File: config.mk
export PLATFORM = sky130hd
export DESIGN_NAME = or5_event_resolver
export DESIGN_NICKNAME = d
export VERILOG_FILES = /design/src/rtl/or5_event_resolver.sv
export SDC_FILE = /design/constraint.sdc
export NUM_CORES = 1
export LEC_CHECK = 0
export CORE_MARGIN = 2
export CORE_UTILIZATION = 41
export DETAILED_ROUTE_END_ITERATION = 10
export PLACE_DENSITY = 0.85
export RECOVER_POWER = 25
export SETUP_SLACK_MARGIN = 0.4
export SYNTH_ARGS = -nofsm -noshare
export SYNTH_HDL_FRONTEND = slang
export SYNTH_SLANG_ARGS = --single-unit
File: constraint.sdc
create_clock -name CLK -period 1.66 [get_ports CLK]
set_clock_uncertainty 0.15 [all_clocks]
set_input_delay 0.249 -clock CLK [delete_from_list [all_inputs] [get_ports CLK]]
set_output_delay 0.249 -clock CLK [all_outputs]
set_load 0.02 [all_outputs]
File: src/rtl/or5_event_resolver.sv
// Purpose: latch per-source event edges as sticky pending bits and dispatch them one at a time by fixed priority.
// Latency: event before edge k -> PEND/ANY after edge k, REQ/ID after edge k+1; one dispatch per 3 cycles max.
// Backpressure: REQ/ID held stable while RDY is low; new events keep accumulating in PEND meanwhile.
module or5_event_resolver #(
   parameter int N_SRC = 5,
   parameter int ID_W  = 3,
   parameter bit EDGE  = 1'b1
) (
   input  logic             CLK,
   input  logic             RSTN,
   input  logic [N_SRC-1:0] SRC,
   input  logic [N_SRC-1:0] MASK,
   input  logic             CLR_ALL,
   output logic [N_SRC-1:0] PEND,
   output logic             ANY,
   output logic             REQ,
   output logic [ID_W-1:0]  ID,
   input  logic             RDY
);

   typedef enum logic [1:0] {
      S_IDLE  = 2'd0,
      S_OFFER = 2'd1,
      S_WAIT  = 2'd2
   } state_t;

   state_t           state_q;
   state_t           state_d;
   logic [N_SRC-1:0] pend_q;
   logic [N_SRC-1:0] pend_d;
   logic [N_SRC-1:0] set_vec;
   logic [N_SRC-1:0] clr_vec;
   logic [ID_W-1:0]  id_q;
   logic [ID_W-1:0]  first_idx;
   logic             xfer;
   logic             load_id;

   // Capture: edge mode compares against last cycle's SRC; level mode re-sets while SRC is high.
   generate
      if (EDGE) begin : g_edge
         logic [N_SRC-1:0] src_q;

         // Delayed copy of SRC for rising-edge detection.
         always_ff @(posedge CLK or negedge RSTN) begin
            if (!RSTN) begin
               src_q <= '0;
            end else begin
               src_q <= SRC;
            end
         end

         assign set_vec = SRC & ~src_q & MASK;
      end else begin : g_level
         assign set_vec = SRC & MASK;
      end
   endgenerate

   // A transfer needs an active offer and ready; CLR_ALL suppresses it.
   assign xfer    = (state_q == S_OFFER) && RDY && !CLR_ALL;
   assign load_id = (state_q == S_IDLE) && (state_d == S_OFFER);

   // Lowest set pending bit wins; scanning downward leaves the lowest index last.
   always_comb begin
      first_idx = '0;
      for (int i = N_SRC - 1; i >= 0; i--) begin
         if (pend_q[i]) begin
            first_idx = ID_W'(i);
         end
      end
   end

   // Clear vector: everything on CLR_ALL, else only the source just handed off.
   always_comb begin
      clr_vec = '0;
      if (CLR_ALL) begin
         clr_vec = '1;
      end else if (xfer) begin
         clr_vec = N_SRC'(1) << id_q;
      end
   end

   // Set has precedence over clear so an event landing on its own dispatch edge is not lost.
   always_comb begin
      pend_d = (pend_q & ~clr_vec) | set_vec;
   end

   // Sticky pending register.
   always_ff @(posedge CLK or negedge RSTN) begin
      if (!RSTN) begin
         pend_q <= '0;
      end else begin
         pend_d_check: pend_q <= pend_d;
      end
   end

   // Dispatch FSM state register.
   always_ff @(posedge CLK or negedge RSTN) begin
      if (!RSTN) begin
         state_q <= S_IDLE;
      end else begin
         state_q <= state_d;
      end
   end

   // Dispatch FSM next-state: offer, wait for ready, then a mandatory bubble before re-evaluating PEND.
   always_comb begin
      state_d = state_q;
      unique case (state_q)
         S_IDLE: begin
            if (!CLR_ALL && (pend_q != '0)) begin
               state_d = S_OFFER;
            end
         end
         S_OFFER: begin
            if (CLR_ALL) begin
               state_d = S_IDLE;
            end else if (RDY) begin
               state_d = S_WAIT;
            end
         end
         S_WAIT: begin
            state_d = S_IDLE;
         end
         default: begin
            state_d = S_IDLE;
         end
      endcase
   end

   // ID is frozen at offer start so later higher-priority events cannot disturb it.
   always_ff @(posedge CLK or negedge RSTN) begin
      if (!RSTN) begin
         id_q <= '0;
      end else if (load_id) begin
         id_q <= first_idx;
      end
   end

   // Outputs decode registered state only, so REQ/ANY/ID are glitch-free.
   always_comb begin
      PEND = pend_q;
      ANY  = |pend_q;
      REQ  = (state_q == S_OFFER);
      ID   = id_q;
   end

endmodule

==> flow_summary.yaml, run 1 <==
status:
  run_status: "complete, but fails checks"
  violations: "negative setup slack"
power_and_ir_drop:
  p_leak_nw: 0.5259
  powerDensity_nw_per_um2: 925.8
  total_power_mw: 1.110
  max-vdd-ir-drop_uv: 768.1
clocking:
  cts_root_buf: "clkbuf_4"
  cts_sinks: 15
  htreeDepth: 1
  cts_max_path_buffers: 2
  ctsHoldBuffers: 0
  clk_pin_slew_ns: 0.09
  clk_latency_ns: 0.28
  cts_tree: "yes"
  cts_buffers: 3
detailed_routing:
  vias: 623
  wl_um: 1948
  wl_per_cell_um: 16.37
  first_pass_iters: 4
  drc_errors: 0
  initialDrtViolationCount: 5
  ant_nets: 0
  via_per_inst: 5.235
timing:
  maxSlewHeadroom_pct: 47.60
  fmax_mhz: 522.3
  setup_slack_ns: -0.2547
  worstMarginPinSlew_ns: 0.7859
  rsz0062_at_grt: "true"
  drv_slew: 0
  hold_viol_final: 0
  finalCritPeriodShare_pct: 115.3
  setup_viol: 3
  period_needed_ns: 1.915
die:
  row_count: 14
  core_um2: 1489
  die_width_um: 43.68
  die_area_um2: 1908
  die_h_um: 43.68
  initial_core_util_pct: 43.36
  ios: 24
worst_setup_path:
  rrSetupSlack_ns: -0.10
  r2r-end: "ID[0]$_DFFE_PN0P_"
  crit_fanout: 2
  cp-end-kind: "primary output"
  cp.required_ns: 1.26
  r2r_start: "PEND[0]$_DFF_PN0_"
  cp-start-kind: "register"
  cp.arrival_ns: 1.52
  r2r_cells: 6
  worst-setup-path-type: "reg2out"
synthesis:
  avgSynthCellArea_um2: 12.18
  ys_seq_area_share_pct: 58.14
  synth_fp_nets: 67
  ys_ff_latch: 15
  ys.flop_type: "dfrtp_1"
  synth_xor_area_share_pct: 0
  synth_top_area_share_pct: 58.14
  syn-cell-area_um2: 645.6
  synth_compound_area_share_pct: 14.34
  synthTopCellsByArea: "dfrtp_1, nand4bb_4, nor4b_1"
  synth.most_common_cell: "dfrtp_1"
  synth_top_family_by_area: "simple AND/OR/NAND/NOR gates"
  synth.area.mux_share_pct: 0
  ys_warn_count: 0
  synth_edf_count: 0
  synth_cell_types: 23
  yosys.area.top_type: "dfrtp_1"
  synth-simple-area-share_pct: 25.78
  synthTopCellsByCount: "dfrtp_1, nand2_1, nand2b_1"
  async_flop_share_pct: 100.0
  synth_cells: 53
  synthAdderAreaFrac_pct: 0
grt:
  grt_overflow: 0
  grt_pass1_vias: 627
  grtUsageTotal_pct: 21.01
  grt_pass1_wl_um: 2842
  antenna_found_initial: 0
  grt_max_degree: 16
place:
  gp_congestion: 0.7880
  placed_area_um2: 1023
  portBuffers: 23
  hpwl_um: 1282
layout:
  final_nets: 118
  finalInstanceArea_um2: 1199
  areaGrowthSynthToFinish_pct: 85.66
  nFillCells: 86
  drive_above_1_share_pct: 51.46
  diodes: 0
hold_path:
  holdPathEnd: "state_q[0]$_DFF_PN0_"
  hp-start: "CLR_ALL"
  hold_class: "in2reg"
  min_delay_path_depth: 2
job:
  cap_viol_max_count: 0
## flip-flops by register name (all words and copies together), names as in the netlist
name and flops:
PEND 5, g_edge.src_q 5, ID 3, state_q 2
## repair_timing
item,CTS,global route
endpoints found under the hold margin,0,0
setup buffers,5,4
resized for setup,65,14
pin swaps,6,2
setup endpoints to repair,19,18
## area by class of cell
| type | instances | area [um2] | area share [%] |
|---|---|---|---|
| well taps | 16 | 20.02 | 1.670 |
| clock buffers | 4 | 26.28 | 2.192 |
| repair buffers | 46 | 426.7 | 35.59 |
| flip-flops and latches | 15 | 380.4 | 31.73 |
| inverters | 3 | 11.26 | 0.9395 |
| multi-input cells | 35 | 334.1 | 27.87 |
## worst max-delay path by stage
stage	from	end	slack [ns]
final	PEND[0]$_DFF_PN0_	ANY	-0.25
after detailed placement	PEND[2]$_DFF_PN0_	ANY	-0.33
after global placement	PEND[2]$_DFF_PN0_	ANY	-0.32
after global routing	PEND[0]$_DFF_PN0_	ANY	-0.28
after floorplan	PEND[2]$_DFF_PN0_	ANY	0.07
after CTS	PEND[0]$_DFF_PN0_	ANY	-0.23
## placed cells by master (no fill, tap or decap), types with 2 or more instances in the layout
cell type,count
buf_6,15
a21oi_1,2
o22ai_1,2
nand2b_1,3
inv_1,2
clkbuf_4,3
clkdlybuf4s50_1,11
nor3_4,2
buf_4,16
nand2_1,4
dfrtp_1,11
nor4b_2,2
dfrtp_2,4
clkbuf_1,2
## critical path, cell delays in order, from the launching register on
cell      delay [ns]
dfrtp_1         0.40
or4_4           0.55
nand2b_4        0.16
buf_6           0.13
## logic make-up (layout without fill, tap and decap cells)
| family | count (synthesis) | after routing |
|---|---|---|
| AOI/OAI and AO/OA | 13 | 13 |
| DFF | 15 | 15 |
| and+or+nand+nor | 22 | 22 |
| buffers and inverters | 3 | 53 |
## stage by stage
stage	instances	setup slack [ns]	utilization [%]	hold slack (ns)	setup TNS (ns)
after floorplan	53	0.07242	-	-0.1966	0
after global placement	106	-0.3197	68.74	0.2614	-0.3904
after detailed placement	106	-0.3333	68.74	0.2614	-0.4272
after CTS	115	-0.2347	75.29	0.1145	-0.2347
after global routing	119	-0.2840	80.50	0.1943	-0.5467
final	119	-0.2547	80.50	0.1698	-0.4463
## layer usage
layer  track usage, %  up-vias  wire, um  share of wire [%]
met2            34.71       19      1053                 54
met5                0        -         0                  0
li1                 -      304         -                  -
met4            5.455        0        42                2.2
met1            26.16      296       756                 39
met3            7.500        4        96                4.9
## power by group
part | internal, mW | leakage (nW) | switching (mW)
Combinational | 0.247 | 0.329 | 0.221
Sequential | 0.409 | 0.182 | 0.0285
Clock | 0.0934 | 0.0150 | 0.111
Total | 0.750 | 0.526 | 0.360
Note: power is estimated with default switching activity, not from simulation.
==> run 2: changes to the inputs <==
- CAP_MARGIN: unset -> 15
- GPL_ROUTABILITY_DRIVEN: unset -> 0
- SLEW_MARGIN: unset -> 20
==> results of run 2 <==
Final layout, timing and power as in run 1 (identical DEF).
==> run 3: changes to the inputs <==
- CORE_MARGIN: 2 -> 8
==> flow_summary.yaml, run 3 (synthesis results as in run 1) <==
status:
  run_status: "complete, but fails checks"
  violations: "negative setup slack"
timing:
  finalSetupTns_ns: -0.2379
  hold_viol_final: 0
  worstMarginPinSlew_ns: 0.7572
  maxSlewHeadroom_pct: 49.52
  fmax_mhz: 526.9
  setup_viol: 1
  setup_slack_ns: -0.2379
  drv_slew: 0
  finalCritPeriodShare_pct: 114.3
  period_needed_ns: 1.898
  rsz0062_at_grt: "true"
hold_path:
  hold_class: "in2reg"
clocking:
  cts_sinks: 15
  cts_root_buf: "clkbuf_4"
  cts_tree: "yes"
  clk_latency_ns: 0.29
  htreeDepth: 1
  clk_pin_slew_ns: 0.09
  cts_max_path_buffers: 2
  cts_buffers: 3
worst_setup_path:
  cp-start-kind: "register"
  cp.required_ns: 1.26
  worst-setup-path-type: "reg2out"
  crit_fanout: 2
  cp-end-kind: "primary output"
  cp.arrival_ns: 1.50
die:
  die_area_um2: 3100
  die_h_um: 55.68
  core_um2: 1489
  initial_core_util_pct: 43.36
  die_width_um: 55.68
  row_count: 14
  ios: 24
detailed_routing:
  via_per_inst: 5.341
  vias: 657
  first_pass_iters: 4
  initialDrtViolationCount: 16
  ant_nets: 0
  wl_per_cell_um: 18.32
  wl_um: 2253
  drc_errors: 0
layout:
  final_common_cell: "buf_4"
  nFillCells: 76
  drive_above_1_share_pct: 53.27
  areaGrowthSynthToFinish_pct: 93.99
  diodes: 0
  mostFrequentLayoutCells: "buf_4, buf_6, dfrtp_1"
  final_nets: 122
grt:
  grt_overflow: 0
  grtUsageTotal_pct: 15.02
  grt_pass1_wl_um: 3719
  grt_pass1_vias: 745
  antenna_found_initial: 0
  grt_max_degree: 16
power_and_ir_drop:
  p_leak_nw: 0.5584
  max-vdd-ir-drop_uv: 778.6
  powerDensity_nw_per_um2: 918.4
  total_power_mw: 1.150
place:
  hpwl_um: 1529
  portBuffers: 23
job:
  cap_viol_max_count: 0
==> run 3: final timing paths <==
path / start / endpoint / slack, ns / cells past startpoint
min in group asynchronous: RSTN / ID[1]$_DFFE_PN0P_ / 0.37 / 2
min: SRC[1] / g_edge.src_q[1]$_DFF_PN0_ / 0.26 / 1
min reg2reg: g_edge.src_q[4]$_DFF_PN0_ / PEND[4]$_DFF_PN0_ / 0.29 / 1
max in group asynchronous: RSTN / PEND[2]$_DFF_PN0_ / 0.46 / 2
max: PEND[0]$_DFF_PN0_ / ANY / -0.24 / 3
max reg2reg: PEND[0]$_DFF_PN0_ / ID[0]$_DFFE_PN0P_ / 0.03 / 5
==> run 3: metal layers <==
layer | wire (um) | global-route usage, % | up-vias | share of wire, %
li1 | - | - | 309 | -
met1 | 835 | 14.55 | 323 | 37
met2 | 1202 | 26.92 | 19 | 53
met3 | 133 | 5.936 | 6 | 5.9
met4 | 81 | 7.042 | 0 | 3.6
met5 | 0 | 0 | - | 0
==> run 3: area by class of cell <==
| class | instances | area [um2] | area share [%] |
|---|---|---|---|
| timing repair buffer | 50 | 459.2 | 36.66 |
| multi-input combinational | 35 | 356.6 | 28.47 |
| clock inverter | 1 | 5.005 | 0.3996 |
| inverter | 3 | 11.26 | 0.8991 |
| clock buffer | 3 | 22.52 | 1.798 |
| sequential | 15 | 377.9 | 30.17 |
| tap | 16 | 20.02 | 1.598 |
==> run 3: critical path: stages (launching register included) <==
cell and delay [ns]:
dfrtp_1 0.39, or4_4 0.54, nand2b_4 0.16, buf_6 0.12
==> run 3: stage by stage <==
step | hold slack, ns | utilization [%] | worst slack (ns) | area, um2 | std cells
floorplan | -0.1966 | - | 0.07242 | 668.1 | 53
global placement | 0.2632 | 70.25 | -0.3284 | 1046 | 109
detailed placement | 0.2709 | 70.25 | -0.3358 | 1046 | 109
CTS | 0.1067 | 79.92 | -0.2516 | 1190 | 120
global route | 0.2727 | 84.12 | -0.2899 | 1252 | 123
finish | 0.2632 | 84.12 | -0.2379 | 1252 | 123
==> run 3: report_power, final <==
part | internal, mW | switching (mW) | leakage (nW) | total (mW)
Combinational | 0.259 | 0.240 | 0.356 | 0.500
Clock | 0.0898 | 0.121 | 0.0177 | 0.211
Sequential | 0.407 | 0.0325 | 0.185 | 0.440
Total | 0.757 | 0.394 | 0.558 | 1.15
==> run 3: what timing repair did <==
action / CTS / global route
resized for setup: 71 / 9
hold buffers: 0 / 0
setup endpoints to repair: 19 / 20
setup buffers: 7 / 3
pin swaps: 6 / 4
